--- src/rtl/reg_operand_fetch.sv ---
// Operand-fetch stage in front of a 2-read/1-write register file.
// S1 issues the synchronous reads and captures same-cycle writebacks.
// S2 is the output register; it absorbs writebacks while stalled.
// Optional build macro: ZERO_REG_EN (register 0 reads as zero, never forwarded).
module reg_operand_fetch #(
    parameter int unsigned DATA_WIDTH = 16,
    parameter int unsigned ADDR_WIDTH = 4,
    parameter int unsigned TAG_WIDTH  = 16
) (
    input  logic                  clk,
    input  logic                  reset_n,
    input  logic                  in_valid,
    output logic                  in_ready,
    input  logic [ADDR_WIDTH-1:0] in_reg_a,
    input  logic [ADDR_WIDTH-1:0] in_reg_b,
    input  logic [TAG_WIDTH-1:0]  in_tag,
    output logic [ADDR_WIDTH-1:0] rf_addr_r_a,
    output logic [ADDR_WIDTH-1:0] rf_addr_r_b,
    input  logic [DATA_WIDTH-1:0] rf_data_a,
    input  logic [DATA_WIDTH-1:0] rf_data_b,
    input  logic                  wb_we,
    input  logic [ADDR_WIDTH-1:0] wb_addr,
    input  logic [DATA_WIDTH-1:0] wb_data,
    output logic                  out_valid,
    input  logic                  out_ready,
    output logic [TAG_WIDTH-1:0]  out_tag,
    output logic [DATA_WIDTH-1:0] out_data_a,
    output logic [DATA_WIDTH-1:0] out_data_b
);

    // S1: read issued, data arriving next cycle
    logic                  r_s1_valid;
    logic [ADDR_WIDTH-1:0] r_s1_reg_a;
    logic [ADDR_WIDTH-1:0] r_s1_reg_b;
    logic [TAG_WIDTH-1:0]  r_s1_tag;
    logic                  r_s1_fwd_a;
    logic                  r_s1_fwd_b;
    logic [DATA_WIDTH-1:0] r_s1_fwd_data_a;
    logic [DATA_WIDTH-1:0] r_s1_fwd_data_b;

    // S2: output register
    logic                  r_out_valid;
    logic [TAG_WIDTH-1:0]  r_out_tag;
    logic [DATA_WIDTH-1:0] r_out_data_a;
    logic [DATA_WIDTH-1:0] r_out_data_b;
    logic [ADDR_WIDTH-1:0] r_s2_reg_a;
    logic [ADDR_WIDTH-1:0] r_s2_reg_b;

    logic                  w_s2_free;
    logic                  w_accept;
    logic                  w_s1_advance;
    logic                  w_s2_hold;
    logic                  w_wb_ok;
    logic [DATA_WIDTH-1:0] w_s1_op_a;
    logic [DATA_WIDTH-1:0] w_s1_op_b;
    logic [DATA_WIDTH-1:0] w_op_a;
    logic [DATA_WIDTH-1:0] w_op_b;

    assign w_s2_free    = !r_out_valid || out_ready;
    assign in_ready     = !r_s1_valid || w_s2_free;
    assign w_accept     = in_valid && in_ready;
    assign w_s1_advance = r_s1_valid && w_s2_free;
    assign w_s2_hold    = r_out_valid && !out_ready;

    // A held S1 re-issues its own read every cycle so the data tracks the RF.
    assign rf_addr_r_a = w_accept ? in_reg_a : r_s1_reg_a;
    assign rf_addr_r_b = w_accept ? in_reg_b : r_s1_reg_b;

    // The RF returns old data on a same-cycle write, so the forward wins.
    assign w_s1_op_a = r_s1_fwd_a ? r_s1_fwd_data_a : rf_data_a;
    assign w_s1_op_b = r_s1_fwd_b ? r_s1_fwd_data_b : rf_data_b;

`ifdef ZERO_REG_EN
    // Writes to register 0 never match anything.
    assign w_wb_ok = wb_we && (wb_addr != '0);
    assign w_op_a  = (r_s1_reg_a == '0) ? '0 : w_s1_op_a;
    assign w_op_b  = (r_s1_reg_b == '0) ? '0 : w_s1_op_b;
`else
    assign w_wb_ok = wb_we;
    assign w_op_a  = w_s1_op_a;
    assign w_op_b  = w_s1_op_b;
`endif

    assign out_valid  = r_out_valid;
    assign out_tag    = r_out_tag;
    assign out_data_a = r_out_data_a;
    assign out_data_b = r_out_data_b;

    // S1 occupancy and captured instruction fields
    always_ff @(posedge clk or negedge reset_n) begin
        if (!reset_n) begin
            r_s1_valid <= 1'b0;
            r_s1_reg_a <= '0;
            r_s1_reg_b <= '0;
            r_s1_tag   <= '0;
        end else if (w_accept) begin
            r_s1_valid <= 1'b1;
            r_s1_reg_a <= in_reg_a;
            r_s1_reg_b <= in_reg_b;
            r_s1_tag   <= in_tag;
        end else if (w_s1_advance) begin
            r_s1_valid <= 1'b0;
        end
    end

    // Capture a writeback that hits the address driven this cycle
    always_ff @(posedge clk or negedge reset_n) begin
        if (!reset_n) begin
            r_s1_fwd_a      <= 1'b0;
            r_s1_fwd_b      <= 1'b0;
            r_s1_fwd_data_a <= '0;
            r_s1_fwd_data_b <= '0;
        end else begin
            r_s1_fwd_a <= w_wb_ok && (wb_addr == rf_addr_r_a);
            r_s1_fwd_b <= w_wb_ok && (wb_addr == rf_addr_r_b);
            if (w_wb_ok && (wb_addr == rf_addr_r_a)) begin
                r_s1_fwd_data_a <= wb_data;
            end
            if (w_wb_ok && (wb_addr == rf_addr_r_b)) begin
                r_s1_fwd_data_b <= wb_data;
            end
        end
    end

    // S2 load from S1, handshake retire, and writeback update while stalled
    always_ff @(posedge clk or negedge reset_n) begin
        if (!reset_n) begin
            r_out_valid  <= 1'b0;
            r_out_tag    <= '0;
            r_out_data_a <= '0;
            r_out_data_b <= '0;
            r_s2_reg_a   <= '0;
            r_s2_reg_b   <= '0;
        end else if (w_s1_advance) begin
            r_out_valid  <= 1'b1;
            r_out_tag    <= r_s1_tag;
            r_out_data_a <= w_op_a;
            r_out_data_b <= w_op_b;
            r_s2_reg_a   <= r_s1_reg_a;
            r_s2_reg_b   <= r_s1_reg_b;
        end else if (w_s2_hold) begin
            if (w_wb_ok && (wb_addr == r_s2_reg_a)) begin
                r_out_data_a <= wb_data;
            end
            if (w_wb_ok && (wb_addr == r_s2_reg_b)) begin
                r_out_data_b <= wb_data;
            end
        end else if (r_out_valid) begin
            r_out_valid <= 1'b0;
        end
    end

endmodule

--- config.mk ---
export PLATFORM = sky130hd
export DESIGN_NAME = reg_operand_fetch
export DESIGN_NICKNAME = d
export VERILOG_FILES = /design/src/rtl/reg_operand_fetch.sv
export SDC_FILE = /design/constraint.sdc
export NUM_CORES = 1
export LEC_CHECK = 0
export ABC_AREA = 1
export BUFFER_PORTS_ARGS = -buffer_cell sky130_fd_sc_hd__buf_4
export CORE_AREA = 5 5 98 136
export CTS_CLUSTER_DIAMETER = 200
export DETAILED_ROUTE_END_ITERATION = 8
export DIE_AREA = 0 0 103 141
export GPL_ROUTABILITY_DRIVEN = 0
export PLACE_DENSITY_LB_ADDON = 0.08
export SLEW_MARGIN = 20
export SYNTH_ARGS = -nofsm -noshare
export SYNTH_HDL_FRONTEND = slang
export SYNTH_SLANG_ARGS = --single-unit
--- constraint.sdc ---
create_clock -name clk -period 1.5 [get_ports clk]
set_clock_uncertainty 0.05 [all_clocks]
set_input_delay 0.3 -clock clk [delete_from_list [all_inputs] [get_ports clk]]
set_output_delay 0.3 -clock clk [all_outputs]
set_load 0.03 [all_outputs]
# Word level (Yosys, flattened, before mapping)
# Index checks and enable logic that the tools add are counted.
totals:
  regBits: 116
  latch_bits: 0
  ramBits: 0
  mem_bits_ro: 0
  in_bits: 81
  out_inout_bits: 58
  elab_cells: 51
  n_memories: 0
op_classes:
  n_addsub: 0
  n_mul: 0
  div_mod_pow: 0
  n_lt_le_gt_ge: 0
  n_eq_ne: 5
  n_shift: 0
  n_mux: 14
  bitwise_logic: 0
  n_reduce_logical: 18
op_table:
  columns: ["op", "n"]
  rows:
  - ["two-way mux 16 bit", 8]
  - ["== test 4 bit", 4]
  - ["two-way mux 4 bit", 2]
  - ["nonzero test 2 bit", 4]
  - ["logical AND 1 bit", 7]
  - ["two-way mux 1 bit", 4]
  - ["AND reduction 2 bit", 2]
  - ["logical NOT 1 bit", 3]
  - ["logical OR 1 bit", 2]
  - ["inequality test 2 bit (second input constant)", 1]

# Longest topological paths before layout
logic_depth:
  word_depth: 7
  depth_mapped: 13
  ltp_nobuf: 11

# Worst setup path before layout
# No wires, ideal clock.
synth_timing:
  path_kind: "reg2reg"
  startpoint: "reg r_out_valid, in the netlist out_valid"
  endpoint: "reg r_s1_fwd_data_a[0]"
  setup_time_ns: 0.117
  t_arrival_ns: 1.840
  t_required_ns: 1.333
  path_slack_ns: -0.507
  path_stages_with_launch: 12
  n_path_buf: 2
  synth_period_minus_slack_ns: 2.007
  cell_sequence: "dfrtp_1 > nand3_4 > nand2_4 > buf_8 > nand2_1 > nand2_1 > nand2_1 > nand2_2 > nand3_4 > buf_6 > nand2_1 > nand2_1"
synth_between:
  elab_chain_len: 7
synth_rtl:
  columns: ["element", "line_no", "text"]
  rows:
  - ["start: declaration", "42", "logic r_out_valid;"]
  - ["start signal: assignment", "128", "r_out_valid <= 1'b0;"]
  - ["start signal: assignment", "135", "r_out_valid <= 1'b1;"]
  - ["start signal: assignment", "149", "r_out_valid <= 1'b0;"]
  - ["logical NOT 1 bit", "59", "assign w_s2_free = !r_out_valid || out_ready;"]
  - ["logical OR 1 bit", "59", null]
  - ["logical OR 1 bit", "60", "assign in_ready = !r_s1_valid || w_s2_free;"]
  - ["logical AND 1 bit", "61", "assign w_accept = in_valid && in_ready;"]
  - ["two-way mux 4 bit", null, null]
  - ["net rf_addr_r_a[0]", "17", "output logic [ADDR_WIDTH-1:0] rf_addr_r_a,"]
  - ["== test 4 bit", "116", "if (w_wb_ok && (wb_addr == rf_addr_r_a)) begin"]
  - ["logical AND 1 bit", "116", null]
  - ["end signal: assignment", "117", "r_s1_fwd_data_a <= wb_data;"]
  - ["end: declaration", "38", "logic [DATA_WIDTH-1:0] r_s1_fwd_data_a;"]
# The timed path passes the listed nets, and every way through them passes these cells.
# A chain may end at the register's enable or synchronous reset.

# Final worst setup path
layout_timing:
  startpoint: "reg r_s1_valid"
  endpoint: "out rf_addr_r_b[0]"
layout_between:
  elab_chain_len: 4
layout_rtl:
  columns: ["element", "line_no", "text"]
  rows:
  - ["start: declaration", "32", "logic r_s1_valid;"]
  - ["start signal: assignment", "92", "r_s1_valid <= 1'b0;"]
  - ["start signal: assignment", "97", "r_s1_valid <= 1'b1;"]
  - ["start signal: assignment", "102", "r_s1_valid <= 1'b0;"]
  - ["logical NOT 1 bit", "60", null]
  - ["logical OR 1 bit", "60", null]
  - ["logical AND 1 bit", "61", null]
  - ["two-way mux 4 bit", null, null]
  - ["end: declaration", "18", "output logic [ADDR_WIDTH-1:0] rf_addr_r_b,"]
# No other way between the ends.

==> impl_metrics.csv <==
group,metric,value,unit
sta,tightest_slew,502,ps
cts,clock_latency,410,ps
logic_synthesis,syn-num-nets,738,
sta,setup_slack,-505,ps
logic_synthesis,synth.ff_latch_count,116,
routing,drc,0,
worst_setup_path,path_cells,"nand3_4 > nand2_4 > buf_6 > nand2_4 > nand2_4 > buf_6 > buf_6",
sta,rsz0062_at_grt,"true",
worst_setup_path,cp_max_fo,7,
routing,ant_nets,0,
worst_setup_path,crit_family,"simple AND/OR/NAND/NOR gates",
global_routing,grtUsageMet1,31.1,%
cts,clockBufferDepth,2,
finish,final_cell_area,9220,um^2
sta,report.final.slew_viol_count,0,
cts,cts.sinks,116,
power,powerDensity,1500,nW/um^2
cts,cts_max_level,4,
sta,max_freq,499,MHz
global_routing,met3_usage,5.79,%
logic_synthesis,syn_area,5600,um^2
routing,wl_per_cell,18.7,um
global_routing,gr-usage-all-layers,26.7,%
status,status,"finished, violations left",
logic_synthesis,syn-mean-instance-area,8.53,um^2
logic_synthesis,ys.warnings.count,0,
global_routing,grt_pass1_wl,30000,um
routing,dr.pass1.iters,5,
worst_setup_path,worstPathArrival,1660,ps
worst_hold_path,hp-class,"input pin to flip-flop",
worst_hold_path,whs_path_depth,2,
power,leakagePower,4.62,nW
sta,final_hold_viol_count,0,
worst_setup_path,cp_slowest_stage_delay,420,ps
cts,cts_root_buf,"clkbuf_16",
die,rows,48,
die,initial_utilization,46.2,%
worst_setup_path,path_depth,7,
place,place_ws,-485,ps
routing,drt_iter0_drc,306,
place,post_dp_cell_area,7250,um^2
worst_setup_path,cp-start-kind,"flip-flop",
global_routing,antenna_found_initial,0,
worst_setup_path,path_buf_inv,3,
worst_setup_path,rrSetupSlack,-470,ps
finish,final_layout_size_suffix_gt1_share,47.1,%
finish,layout_common_cells,"nand2_1 (165), buf_4 (165), dfrtp_1 (115)",
worst_hold_path,holdPathEnd,"r_s1_tag[1]",
worst_setup_path,critical-path-slowest-cell,"dfrtp_1",
global_routing,first_global_vias,5827,
place,io_buffer_count,138,
cts,cts.clk_slew.worst_paths,60,ps
die,die_area,14500,um^2
finish,n_antenna_cell,0,
place,dpl.hpwl,11400,um
die,core_area,12100,um^2
cts,cts_tree,"done",
logic_synthesis,yosysSeqAreaShare,51.8,%
worst_hold_path,hold_start,"in_tag[1]",
worst_setup_path,ff2ff_path_depth,13,
sta,fin_crit_sh,134,%
die,ios,139,
worst_setup_path,r2r-end,"r_s1_fwd_data_a[9]",
finish,nFillCells,829,
die,die_w,103,um
routing,via_count,5530,
finish,syn_to_final_growth,64.7,%
die,die-height,141,um
finish,nets,964,
worst_setup_path,crit_path_end_kind,"output pin",
sta,finalSetupTns,-31480,ps
global_routing,grt_overflow_total,0,
global_routing,grt-busiest-layer,"met2",
logic_synthesis,postSynthCellCount,657,
sta,slew_headroom,66.5,%
worst_setup_path,criticalPathCategory,"flip-flop to output pin",
power,ir_worst_vdd,0.922,mV
routing,via_per_inst,5.30,
run,cap_violations,0,
worst_setup_path,worstReg2RegStart,"r_s1_valid",
routing,wl,19500,um
logic_synthesis,yosysUniqueCellTypes,28,
cts,cts_buffers,17,
status,violations,"negative setup slack",
global_routing,met2_usage,46.9,%
sta,fin_crit,2010,ps
worst_setup_path,critical_path_required,1150,ps
sta,finalSetupViolCount,115,
global_routing,grt_max_degree,93,
-- cell families after synthesis --
kind of cell	synth area share, %
DFF	51.8
xor gates and xnor gates	1.25
AOI/OAI and AO/OA	4.91
muxes	3.02
and+or+nand+nor	30.9
buffers and inverters	8.13
-- area by class of cell --
type                       instances  area (um^2)  share of cell area (%)
multi-input combinational        442         2910                    31.5
timing repair buffer             239         2380                    25.8
clock inverter                     9          106                    1.15
inverter                          67          267                    2.89
sequential                       116         2900                    31.5
tap                              150          188                    2.03
clock buffer                      20          467                    5.06
-- state kept, by name (all words and copies together) (netlist names) --
| register | flops |
|---|---|
| out_data_b | 16 |
| r_s1_reg_a | 4 |
| out_data_a | 16 |
| r_s1_fwd_data_b | 16 |
| r_s1_tag | 16 |
| out_tag | 16 |
| r_s2_reg_b | 4 |
| r_s1_valid | 1 |
| r_s1_fwd_b | 1 |
| out_valid | 1 |
| r_s1_reg_b | 4 |
| r_s2_reg_a | 4 |
| r_s1_fwd_a | 1 |
| r_s1_fwd_data_a | 16 |
-- per-stage QoR --
stage | utilization (%) | hold slack [ps] | instances | power (W)
after global routing | 76.0 | 59.6 | 1043 | 0.0145
after CTS | 72.5 | 58.9 | 1034 | 0.0134
final | 76.0 | 69.1 | 1043 | 0.0138
after detailed placement | 59.8 | 282 | 963 | 0.00860
after global placement | 59.8 | 278 | 963 | 0.00849
after floorplan | - | -45.6 | 657 | 0.00698
-- worst max path at each step --
stage                     from                   to  slack (ps)
global route        r_s1_valid       rf_addr_r_b[0]        -560
global placement     out_ready   r_s1_fwd_data_a[7]        -380
finish              r_s1_valid       rf_addr_r_b[0]        -510
CTS                  out_valid       rf_addr_r_a[2]        -460
detailed placement   out_ready   r_s1_fwd_data_a[7]        -490
floorplan            out_valid  r_s1_fwd_data_b[10]        -280
-- what timing repair did --
item,4_1_cts,5_1_grt
setup endpoints to repair,87,116
hold buffers,1,0
resized for setup,117,84
cloned,14,3
buffers inserted,28,8
pin swaps,44,29
endpoints found under the hold margin,116,0
-- per-layer routing --
layer	up-vias	wire, um	share of wire, %
met5	-	0	0
met4	0	474	2.4
met3	44	1200	6.2
met2	207	10600	55
met1	2663	7150	37
li1	2616	-	-
-- where the power goes --
group          switching, W  internal, W  total [W]
Clock               0.00143      0.00254    0.00397
Sequential         0.000696      0.00408    0.00478
Combinational       0.00278      0.00230    0.00508
-- Yosys cell counts --
master,n,share of area (%)
buf_1,2,0.13
mux2_2,15,3.0
o21ai_1,4,0.36
nand4_1,32,3.6
xnor2_1,4,0.63
clkbuf_1,17,1.1
a21oi_1,1,0.089
buf_8,1,0.27
nand3_1,86,7.7
xor2_1,4,0.63
nor2_8,1,0.36
o21ai_0,2,0.18
nand2_4,1,0.20
inv_1,65,4.4
o211ai_1,32,4.3
clkinv_1,1,0.067
nand2_2,13,1.5
nand2_1,212,14
inv_2,1,0.067
dfrtp_1,116,52
buf_2,7,0.63
nor2_1,21,1.4
nor2_4,3,0.60
nor3_1,2,0.18
buf_6,4,0.80
buf_4,5,0.67
nand3b_1,2,0.27
nand3_4,3,0.94
(Power assumes the default switching activity.)
